File: src/rtl/uart_num_tx.sv
// Sends an 8-bit unsigned value as decimal ASCII text (leading zeros suppressed) followed by
// CR LF over an 8N1 UART line, LSB first.
module uart_num_tx #(
  parameter int unsigned CLK_FREQ = 50_000_000,
  parameter int unsigned BAUD     = 115200
) (
  input  logic       clk,
  input  logic       rst_n,
  input  logic [7:0] tx_data,
  input  logic       tx_start,
  output logic       tx_busy,
  output logic       tx_done,
  output logic       uart_tx
);

  localparam int unsigned BAUD_DIV = CLK_FREQ / BAUD;
  localparam logic [15:0] BitLast  = 16'(BAUD_DIV - 1);

  typedef enum logic [1:0] {StIdle, StStart, StData, StStop} state_e;

  state_e      state_q, state_d;
  logic [15:0] cnt_q, cnt_d;
  logic [2:0]  bit_q, bit_d;
  logic [2:0]  char_q, char_d;
  logic [7:0]  val_q, val_d;
  logic        tx_q, tx_d;
  logic        busy_q, busy_d;
  logic        done_q, done_d;

  logic [7:0] hund, tens, ones;
  logic [7:0] cur_char;
  logic [2:0] first_idx;
  logic       bit_end;

  assign hund    = val_q / 8'd100;
  assign tens    = (val_q / 8'd10) % 8'd10;
  assign ones    = val_q % 8'd10;
  assign bit_end = (cnt_q == BitLast);

  // Character slots are fixed as H, T, O, CR, LF; short numbers just start further in.
  always_comb begin
    unique case (char_q)
      3'd0:    cur_char = 8'h30 + hund;
      3'd1:    cur_char = 8'h30 + tens;
      3'd2:    cur_char = 8'h30 + ones;
      3'd3:    cur_char = 8'h0D;
      default: cur_char = 8'h0A;
    endcase
  end

  always_comb begin
    if (tx_data >= 8'd100) begin
      first_idx = 3'd0;
    end else if (tx_data >= 8'd10) begin
      first_idx = 3'd1;
    end else begin
      first_idx = 3'd2;
    end
  end

  always_comb begin
    state_d = state_q;
    cnt_d   = cnt_q;
    bit_d   = bit_q;
    char_d  = char_q;
    val_d   = val_q;
    tx_d    = tx_q;
    busy_d  = busy_q;
    done_d  = 1'b0;

    unique case (state_q)
      StIdle: begin
        tx_d   = 1'b1;
        busy_d = 1'b0;
        if (tx_start && !busy_q) begin
          state_d = StStart;
          val_d   = tx_data;
          char_d  = first_idx;
          cnt_d   = 16'd0;
          tx_d    = 1'b0;
          busy_d  = 1'b1;
        end
      end
      StStart: begin
        if (bit_end) begin
          state_d = StData;
          cnt_d   = 16'd0;
          bit_d   = 3'd0;
          tx_d    = cur_char[0];
        end else begin
          cnt_d = cnt_q + 16'd1;
        end
      end
      StData: begin
        if (bit_end) begin
          cnt_d = 16'd0;
          if (bit_q == 3'd7) begin
            state_d = StStop;
            tx_d    = 1'b1;
          end else begin
            bit_d = bit_q + 3'd1;
            tx_d  = cur_char[bit_q + 3'd1];
          end
        end else begin
          cnt_d = cnt_q + 16'd1;
        end
      end
      StStop: begin
        if (bit_end) begin
          cnt_d = 16'd0;
          // Zero-cycle NEXT decision: either chain straight into the next start bit or finish.
          if (char_q == 3'd4) begin
            state_d = StIdle;
            busy_d  = 1'b0;
            done_d  = 1'b1;
            tx_d    = 1'b1;
          end else begin
            state_d = StStart;
            char_d  = char_q + 3'd1;
            tx_d    = 1'b0;
          end
        end else begin
          cnt_d = cnt_q + 16'd1;
        end
      end
      default: begin
        state_d = StIdle;
      end
    endcase
  end

  always_ff @(posedge clk) begin
    if (!rst_n) begin
      state_q <= StIdle;
      cnt_q   <= 16'd0;
      bit_q   <= 3'd0;
      char_q  <= 3'd0;
      val_q   <= 8'd0;
      tx_q    <= 1'b1;
      busy_q  <= 1'b0;
      done_q  <= 1'b0;
    end else begin
      state_q <= state_d;
      cnt_q   <= cnt_d;
      bit_q   <= bit_d;
      char_q  <= char_d;
      val_q   <= val_d;
      tx_q    <= tx_d;
      busy_q  <= busy_d;
      done_q  <= done_d;
    end
  end

  assign uart_tx = tx_q;
  assign tx_busy = busy_q;
  assign tx_done = done_q;

endmodule
File: config.mk
export PLATFORM = sky130hd
export DESIGN_NAME = uart_num_tx
export DESIGN_NICKNAME = d
export VERILOG_FILES = /design/src/rtl/uart_num_tx.sv
export SDC_FILE = /design/constraint.sdc
export NUM_CORES = 1
export LEC_CHECK = 0
export BUFFER_PORTS_ARGS = -buffer_cell sky130_fd_sc_hd__buf_2
export CAP_MARGIN = 20
export CORE_ASPECT_RATIO = 1.1
export CORE_UTILIZATION = 56
export DETAILED_ROUTE_END_ITERATION = 10
export GPL_TIMING_DRIVEN = 0
export PLACE_DENSITY = 0.87
export RECOVER_POWER = 100
export SLEW_MARGIN = 0
export SYNTH_ARGS = -nofsm -noshare
export SYNTH_HDL_FRONTEND = slang
export SYNTH_SLANG_ARGS = --single-unit
File: constraint.sdc
create_clock -name clk -period 3.3 [get_ports clk]
set_input_delay 0.495 -clock clk [delete_from_list [all_inputs] [get_ports clk]]
set_output_delay 0.495 -clock clk [all_outputs]
set_load 0.01 [all_outputs]
==> results.json, run 1 <==
{
  "syn_nets": 426,
  "crit_slowest_cell": "dfxtp_4",
  "drc": 0,
  "fin_util": 0.6608,
  "async_flop_share": 0,
  "cts_root_buffer": "clkbuf_8",
  "clockBufferDepth": 2,
  "wl_met3_um": 416,
  "tightest_slew_ns": 0.9568,
  "path_class": "flop to flop",
  "cp_max_fo": 10,
  "worstPathRequired_ns": 3.50,
  "start_util": 0.5780,
  "startpoint_type": "flop",
  "cap_violations": 0,
  "wire_per_inst_um": 15.56,
  "fin_total_pwr_uw": 2320,
  "post-route-period-util": 1.036,
  "firstDrtPassIters": 7,
  "top_layer": "met4",
  "hold_class": "input pin to flop",
  "path_buf_inv": 1,
  "leakage_uw": 0.001354,
  "powerDensity_nw_per_um2": 655.1,
  "netlist.area_leader.share": 0.2262,
  "grt_util_all_layers": 0.2796,
  "num_rows": 28,
  "synth_area_leaders": "dfxtp_1, ha_1, nor2_1, nand2_1, xor2_1",
  "ys.flop_type": "dfxtp_1",
  "antenna_found_initial": 0,
  "grt_pass1_wl_um": 12870,
  "yosysWarnings": 0,
  "peakVddDrop_uv": 680.3,
  "grt_remaining_overflow": 0,
  "crit_chain": "buf_6 -> and3b_1 -> a211oi_2 -> o31a_1 -> ha_2 -> nand4_1 -> a21o_2 -> o21ai_2 -> mux2_4 -> and2_4 -> o21ai_4 -> nand2_2 -> ha_4 -> nor4b_4 -> a2111oi_2 -> o32ai_1",
  "finalSetupViolCount": 1,
  "synth-seq-cells": 35,
  "worstSetupEndpointType": "flop",
  "seq_area_frac_synth": 0.2262,
  "path_clk_slew_ns": 0.07,
  "ioPinCount": 14,
  "skew_ns": 0.006473,
  "worstRegToRegCells": 16,
  "hold_viol": 0,
  "grt_max_degree": 12,
  "relSlewSlack": 0.3597,
  "path_depth": 16,
  "crit_family": "compound AO/OA/AOI/OAI gates",
  "antenna_left": 0,
  "cp.arrival_ns": 3.62,
  "nets": 461,
  "grt_pass1_vias": 2882,
  "dp_hpwl_um": 5579,
  "worst_slack_ns": -0.1193,
  "status": "complete, but fails checks",
  "cts_tree": "built",
  "yosysUniqueCellTypes": 76,
  "port_buffers": 13,
  "synth_area_um2": 3098,
  "wl_met2_um": 3938,
  "clkLatencyLatePin_ns": 0.30,
  "layout-drive-gt1-share": 0.1944,
  "slew_violations": 0,
  "synthCells": 396,
  "die_h_um": 80.01,
  "hold_depth": 3,
  "syn_avg_cell_area_um2": 7.823,
  "place.gp.congestion": 0.9317,
  "synth_top_area_cell": "dfxtp_1",
  "cts_sinks": 35,
  "area_growth_pct": 14.34,
  "cts_buffers": 5,
  "die_w_um": 72.92,
  "drtIter0Drc": 206,
  "violations": "setup timing",
  "yosysMostFrequentCell": "nor2_1",
  "core-area_um2": 5360,
  "fin_crit_ns": 3.419,
  "rsz0062_at_grt": "yes",
  "vias_per_cell": 6.235,
  "synth_edf_count": 0,
  "synthTopCellsByCount": "nor2_1, nand2_1, dfxtp_1",
  "drt-met1-wl_um": 3360,
  "fmax_ghz": 0.2925,
  "h-tree-depth": 2,
  "slowest_delay_ns": 0.37,
  "vias": 3161,
  "setup_tns_ns": -0.1193,
  "drt_wl_total_um": 7888,
  "antenna_cells": 0,
  "die-area_um2": 5834
}
-- state kept, by name (all words and copies together), names as in the netlist --
register,cells
bit_q,3
uart_tx,1
char_q,3
cnt_q,16
state_q,2
tx_done,1
val_q,8
tx_busy,1
-- what timing repair did --
action	in CTS	in global routing
buffers inserted	8	7
hold buffers	0	0
gates cloned	0	0
resized for setup	5	15
pin swaps	3	8
endpoints found under the setup margin	1	1
-- cell type report --
cell class | instances | area (um2)
plain buffers | 20 | 127.6
clock buffers | 6 | 72.57
clock inverters | 2 | 12.51
fillers | 428 | 1818
inverters | 21 | 80.08
multi-input cells | 320 | 2276
flip-flops and latches | 35 | 705.7
well taps | 75 | 93.84
repair buffers | 28 | 173.9
-- worst paths after layout --
check | start | end | slack, ns
worst min register to register | bit_q[1]$_SDFFE_PN0P_ | bit_q[1]$_SDFFE_PN0P_ | 0.48
worst min-delay path | tx_data[2] | val_q[2]$_SDFFE_PN0P_ | 0.47
worst max register to register | val_q[6]$_SDFFE_PN0P_ | uart_tx$_SDFFE_PN1P_ | -0.12
worst max-delay path | val_q[6]$_SDFFE_PN0P_ | uart_tx$_SDFFE_PN1P_ | -0.12
-- tightest hold or removal path, delay by kind of cell --
kind,cells,cell delay (ns)
buffers and inverters,1,0.10
AND/OR/NAND/NOR,1,0.07
AO/OA/AOI/OAI,1,0.06
-- layer usage --
metal | vias to the layer above | track usage
li1 | 1509 | -
met1 | 1505 | 0.3498
met2 | 120 | 0.4701
met3 | 27 | 0.04545
met4 | 0 | 0.1196
met5 | - | 0
-- where the power goes --
part	leakage, uW	internal, uW	switching (uW)
combinational	0.00103	593	878
sequential	0.000286	482	55.9
clock	0.0000412	147	163
-- layout by cell type (no fill, tap or decap), types with 7 or more instances in the layout --
| cell type | Yosys | routed |
|---|---|---|
| nand4_1 | 9 | 9 |
| buf_2 | 5 | 13 |
| nand3_1 | 10 | 10 |
| xor2_1 | 12 | 12 |
| nor3_1 | 8 | 8 |
| or3_1 | 7 | 7 |
| o21ai_0 | 18 | 16 |
| dfxtp_1 | 35 | 33 |
| clkbuf_1 | 9 | 13 |
| nor2_1 | 51 | 49 |
| ha_1 | 19 | 17 |
| nor2b_1 | 9 | 9 |
| inv_1 | 19 | 18 |
| buf_4 | 2 | 18 |
| a21oi_1 | 19 | 19 |
| nand2_1 | 38 | 36 |
| mux2i_1 | 9 | 9 |
-- metrics by stage --
step	instances	setup slack (ns)	hold WS (ns)	instance area, um2
detailed placement	484	-0.3002	0.4644	3279
floorplan	396	0.03658	0.4491	3120
CTS	500	-0.05734	0.4644	3433
global placement	484	-0.2860	0.4595	3279
finish	507	-0.1193	0.4658	3542
global route	507	-0.3454	0.4933	3542
-- cells by family after synthesis --
kind of cell | synth area share
adder cells (fa/ha/maj) | 0.07674
XOR/XNOR | 0.04806
flip-flops | 0.2262
buffers and inverters | 0.06421
AO/OA/AOI/OAI | 0.2508
AND/OR/NAND/NOR | 0.2964
multiplexers | 0.03756
(Power assumes the default switching activity.)
==> run 2, diff against run 1 <==
Settings changed: CORE_UTILIZATION 56 to 60, PLACE_DENSITY 0.87 to 0.89.
Clock period 3.3 ns to 3.15 ns, I/O delays scaled along.
==> results.json, run 2 (synthesized netlist as in run 1, its figures left out) <==
{
  "startpoint_type": "flop",
  "start_util": 0.6196,
  "drtIter0Drc": 299,
  "cts_tree": "built",
  "post-route-period-util": 1.109,
  "port_buffers": 13,
  "clkLatencyLatePin_ns": 0.30,
  "nets": 463,
  "drc": 0,
  "cap_violations": 0,
  "grt_remaining_overflow": 0,
  "fin_util": 0.7252,
  "grt_pass1_wl_um": 13760,
  "die-area_um2": 5455,
  "vias": 3168,
  "violations": "setup timing",
  "antenna_found_initial": 0,
  "h-tree-depth": 2,
  "largest_registers": "cnt_q: 16 flops, val_q: 8 flops",
  "hold_class": "input pin to flop",
  "fin_total_pwr_uw": 2619,
  "vias_per_cell": 6.439,
  "grt_pass1_vias": 3062,
  "grt_util_all_layers": 0.3126,
  "hold_viol": 0,
  "fmax_ghz": 0.2862,
  "placed_area_um2": 3259,
  "rrSetupSlack_ns": -0.34,
  "die_h_um": 77.37,
  "n_fill_cell": 374,
  "worstSetupEndpointType": "flop",
  "area_growth_pct": 17.04,
  "antenna_left": 0,
  "cp.arrival_ns": 3.68,
  "dp_hpwl_um": 5645,
  "ioPinCount": 14,
  "finalSetupViolCount": 1,
  "cts_root_buffer": "clkbuf_8",
  "path_clk_slew_ns": 0.07,
  "layout_common_cells": "nor2_1, nand2_1, dfxtp_1",
  "powerDensity_nw_per_um2": 722.3,
  "regMostFlops": "cnt_q",
  "wire_per_inst_um": 16.79,
  "largest_reg_flops": 16,
  "peakVddDrop_uv": 643.0,
  "tightest_slew_ns": 0.9955,
  "slew_violations": 0,
  "stdcell_area_um2": 3626,
  "final_common_cell": "nor2_1",
  "drt_wl_total_um": 8261,
  "placed_cells": 467,
  "setup_tns_ns": -0.3444,
  "num_rows": 27,
  "path_class": "flop to flop",
  "antenna_cells": 0,
  "cts_buffers": 5,
  "skew_ns": 0.006395,
  "worstPathRequired_ns": 3.33,
  "firstDrtPassIters": 5,
  "core-area_um2": 5000,
  "layout-drive-gt1-share": 0.2189,
  "instances_no_fill": 492,
  "die_w_um": 70.51,
  "cts_sinks": 35,
  "place.gp.congestion": 0.9126,
  "rsz0062_at_grt": "yes",
  "leakage_uw": 0.001391,
  "grt_max_degree": 12,
  "fin_crit_ns": 3.494,
  "cp_max_fo": 7,
  "clockBufferDepth": 2,
  "status": "complete, but fails checks",
  "worst_slack_ns": -0.3444,
  "relSlewSlack": 0.3339
}
## run 2: per-layer routing
layer	up-vias	global-route usage	wire, um
met4	0	0.1265	119
met3	16	0.03766	468
met5	-	0	0
li1	1522	-	-
met1	1494	0.3663	3403
met2	136	0.5718	4270
## run 2: worst max-delay path, cell delays in order, from the launching register on
cell	delay (ns)
dfxtp_4	0.38
buf_8	0.14
and3b_1	0.26
a211oi_2	0.05
o31a_1	0.32
ha_2	0.20
buf_4	0.13
a21oi_1	0.21
nand2_1	0.15
nand2_2	0.20
o21ai_0	0.18
o21ai_4	0.21
nand2_2	0.09
ha_4	0.22
nand3_2	0.05
o21ai_1	0.06
nand2_1	0.08
nand2_2	0.06
a2111oi_4	0.27
o32ai_1	0.11
## run 2: worst paths after layout
path | start | to | cells past startpoint
min reg2reg | bit_q[1]$_SDFFE_PN0P_ | bit_q[1]$_SDFFE_PN0P_ | 2
max | val_q[5]$_SDFFE_PN0P_ | uart_tx$_SDFFE_PN1P_ | 19
min | tx_data[0] | val_q[0]$_SDFFE_PN0P_ | 3
max reg2reg | val_q[5]$_SDFFE_PN0P_ | uart_tx$_SDFFE_PN1P_ | 19
## run 2: area by class of cell
cell class                      instances  area (um2)  area share
Multi-Input combinational cell        320        2308      0.6366
Sequential cell                        35       709.4      0.1957
Timing Repair Buffer                   30       209.0     0.05763
Buffer                                 20       128.9     0.03554
Clock buffer                            6       82.58     0.02277
Inverter                               21       80.08     0.02208
Tap cell                               58       72.57     0.02001
Clock inverter                          2       35.03    0.009662
## run 2: power by group
group          switching [uW]  leakage [uW]  internal, uW
Sequential               64.4      0.000286           506
Combinational             956       0.00104           667
Clock                     170     0.0000612           256
Total                    1190       0.00139          1430
## run 2: what timing repair did
| item | 4_1_cts | 5_1_grt |
|---|---|---|
| resized for setup | 23 | 5 |
| hold buffers | 0 | 0 |
| buffers inserted | 15 | 1 |
| pin swaps | 12 | 6 |
| cloned | 1 | 0 |
| setup endpoints to repair | 1 | 9 |
## run 2: stage by stage
stage | setup WS, ns | hold slack (ns)
floorplan | -0.07418 | 0.4491
global placement | -0.3922 | 0.4597
detailed placement | -0.4759 | 0.4652
CTS | -0.2898 | 0.4245
global route | -0.5066 | 0.4474
finish | -0.3444 | 0.4161
==> run 3, diff against run 2 <==
Settings changed: PLACE_DENSITY 0.89 to 0.78.
==> results.json, run 3 (synthesized netlist as in run 1, its figures left out) <==
{
  "path_clk_slew_ns": 0.07,
  "antenna_left": 0,
  "hold_buffers": 0,
  "slew_violations": 0,
  "h-tree-depth": 2,
  "hold_viol": 0,
  "status": "complete, but fails checks",
  "firstDrtPassIters": 4,
  "multiInputGateArea_um2": 2263,
  "powerDensity_nw_per_um2": 692.5,
  "regMostFlops": "cnt_q",
  "core-area_um2": 5000,
  "nets": 451,
  "cts_root_buffer": "clkbuf_8",
  "placed_area_um2": 3259,
  "fin_util": 0.6872,
  "layout-drive-gt1-share": 0.1730,
  "vias": 3012,
  "tightest_slew_ns": 0.9838,
  "clkLatencyLatePin_ns": 0.30,
  "wire_per_inst_um": 15.72,
  "dp_hpwl_um": 5596,
  "grt_max_degree": 12,
  "largest_registers": "cnt_q: 16 flops, val_q: 8 flops",
  "setup_tns_ns": -0.3027,
  "fmax_ghz": 0.2896,
  "cp_max_fo": 10,
  "n_fill_cell": 447,
  "ioPinCount": 14,
  "clockBufferDepth": 2,
  "die-area_um2": 5455,
  "cts_sinks": 35,
  "num_rows": 27,
  "drtIter0Drc": 252,
  "post-route-period-util": 1.096,
  "drc": 0,
  "violations": "setup timing",
  "cp.arrival_ns": 3.66,
  "start_util": 0.6196,
  "vias_per_cell": 6.275,
  "cts_tree": "built",
  "port_buffers": 13,
  "skew_ns": 0.006556,
  "seq_area_um2": 706.9,
  "grt_util_all_layers": 0.2895,
  "worstSetupEndpointType": "flop",
  "path_class": "flop to flop",
  "finalSetupViolCount": 1,
  "place.gp.congestion": 0.8723,
  "rsz0062_at_grt": "yes",
  "worstPathRequired_ns": 3.36,
  "hold_class": "input pin to flop",
  "cts_buffers": 5,
  "antenna_cells": 0,
  "rrSetupSlack_ns": -0.30,
  "die_h_um": 77.37,
  "final_common_cell": "nor2_1",
  "grt_pass1_wl_um": 12790,
  "peakVddDrop_uv": 486.2,
  "worst_slack_ns": -0.3027,
  "stdcell_area_um2": 3436,
  "area_growth_pct": 10.90,
  "cap_violations": 0,
  "relSlewSlack": 0.3417,
  "drt_wl_total_um": 7544,
  "layout_common_cells": "nor2_1, nand2_1, dfxtp_1",
  "fin_crit_ns": 3.453,
  "die_w_um": 70.51,
  "largest_reg_flops": 16,
  "grt_pass1_vias": 2728,
  "startpoint_type": "flop",
  "antenna_found_initial": 0,
  "grt_remaining_overflow": 0,
  "leakage_uw": 0.001300
}
-- run 3: cell count changes in the layout (fill, tap and decap cells not counted), sizes merged --
cell / previous run / this run
buf: 38 / 26
clkinvlp: 0 / 1
bufinv: 1 / 0
-- run 3: repair_timing --
action	4_1_cts	5_1_grt
gates cloned	0	0
setup endpoints to repair	1	1
setup buffers	4	1
hold endpoints to repair	0	0
resized for setup	9	6
pin swaps	3	4
-- run 3: per-layer routing --
layer,global-route usage,vias up,wire (um)
met4,0.07551,0,110
met5,0,-,0
li1,-,1489,-
met3,0.02727,11,254
met2,0.4825,67,3557
met1,0.3994,1445,3621
-- run 3: worst paths after layout --
check | cells past startpoint | end | start
hold reg to reg | 2 | bit_q[2]$_SDFFE_PN0P_ | bit_q[2]$_SDFFE_PN0P_
hold / removal | 3 | val_q[1]$_SDFFE_PN0P_ | tx_data[1]
setup / recovery | 16 | uart_tx$_SDFFE_PN1P_ | val_q[6]$_SDFFE_PN0P_
setup reg to reg | 16 | uart_tx$_SDFFE_PN1P_ | val_q[6]$_SDFFE_PN0P_
-- run 3: area by class of cell --
type,instances,area share
buffer,20,0.03751
clock buffer,6,0.02112
clock inverter,2,0.003642
inverter,21,0.02331
multi-input combinational,320,0.6588
sequential,35,0.2058
tap,58,0.02112
timing repair buffer,18,0.02877
-- run 3: where the power goes --
| group | leakage (uW) | internal (uW) | switching, uW |
|---|---|---|---|
| Sequential | 0.000286 | 506 | 62.8 |
| Combinational | 0.000973 | 586 | 899 |
| Clock | 0.0000412 | 155 | 171 |
-- run 3: worst max-delay path, cell delays in order, from the launching register on --
cell and delay (ns):
dfxtp_4 0.38, buf_6 0.15, and3b_1 0.19, a211oi_2 0.15
o31a_1 0.20, ha_2 0.18, nand4_1 0.08, a21o_2 0.24
o21ai_2 0.16, mux2_4 0.35, and2_4 0.18, o21ai_2 0.17
nand2_1 0.08, ha_2 0.25, nor4b_4 0.32, a2111oi_4 0.08
o32ai_1 0.22
-- run 3: per-stage QoR --
| step | setup slack (ns) | hold WS, ns | std cells | power (uW) |
|---|---|---|---|---|
| floorplan | -0.07418 | 0.4491 | 396 | 1661 |
| detailed placement | -0.4443 | 0.4716 | 467 | 1961 |
| CTS | -0.2341 | 0.4393 | 479 | 2328 |
| global placement | -0.4153 | 0.4610 | 467 | 1927 |
| global route | -0.5396 | 0.4456 | 480 | 2553 |
| finish | -0.3027 | 0.4316 | 480 | 2379 |
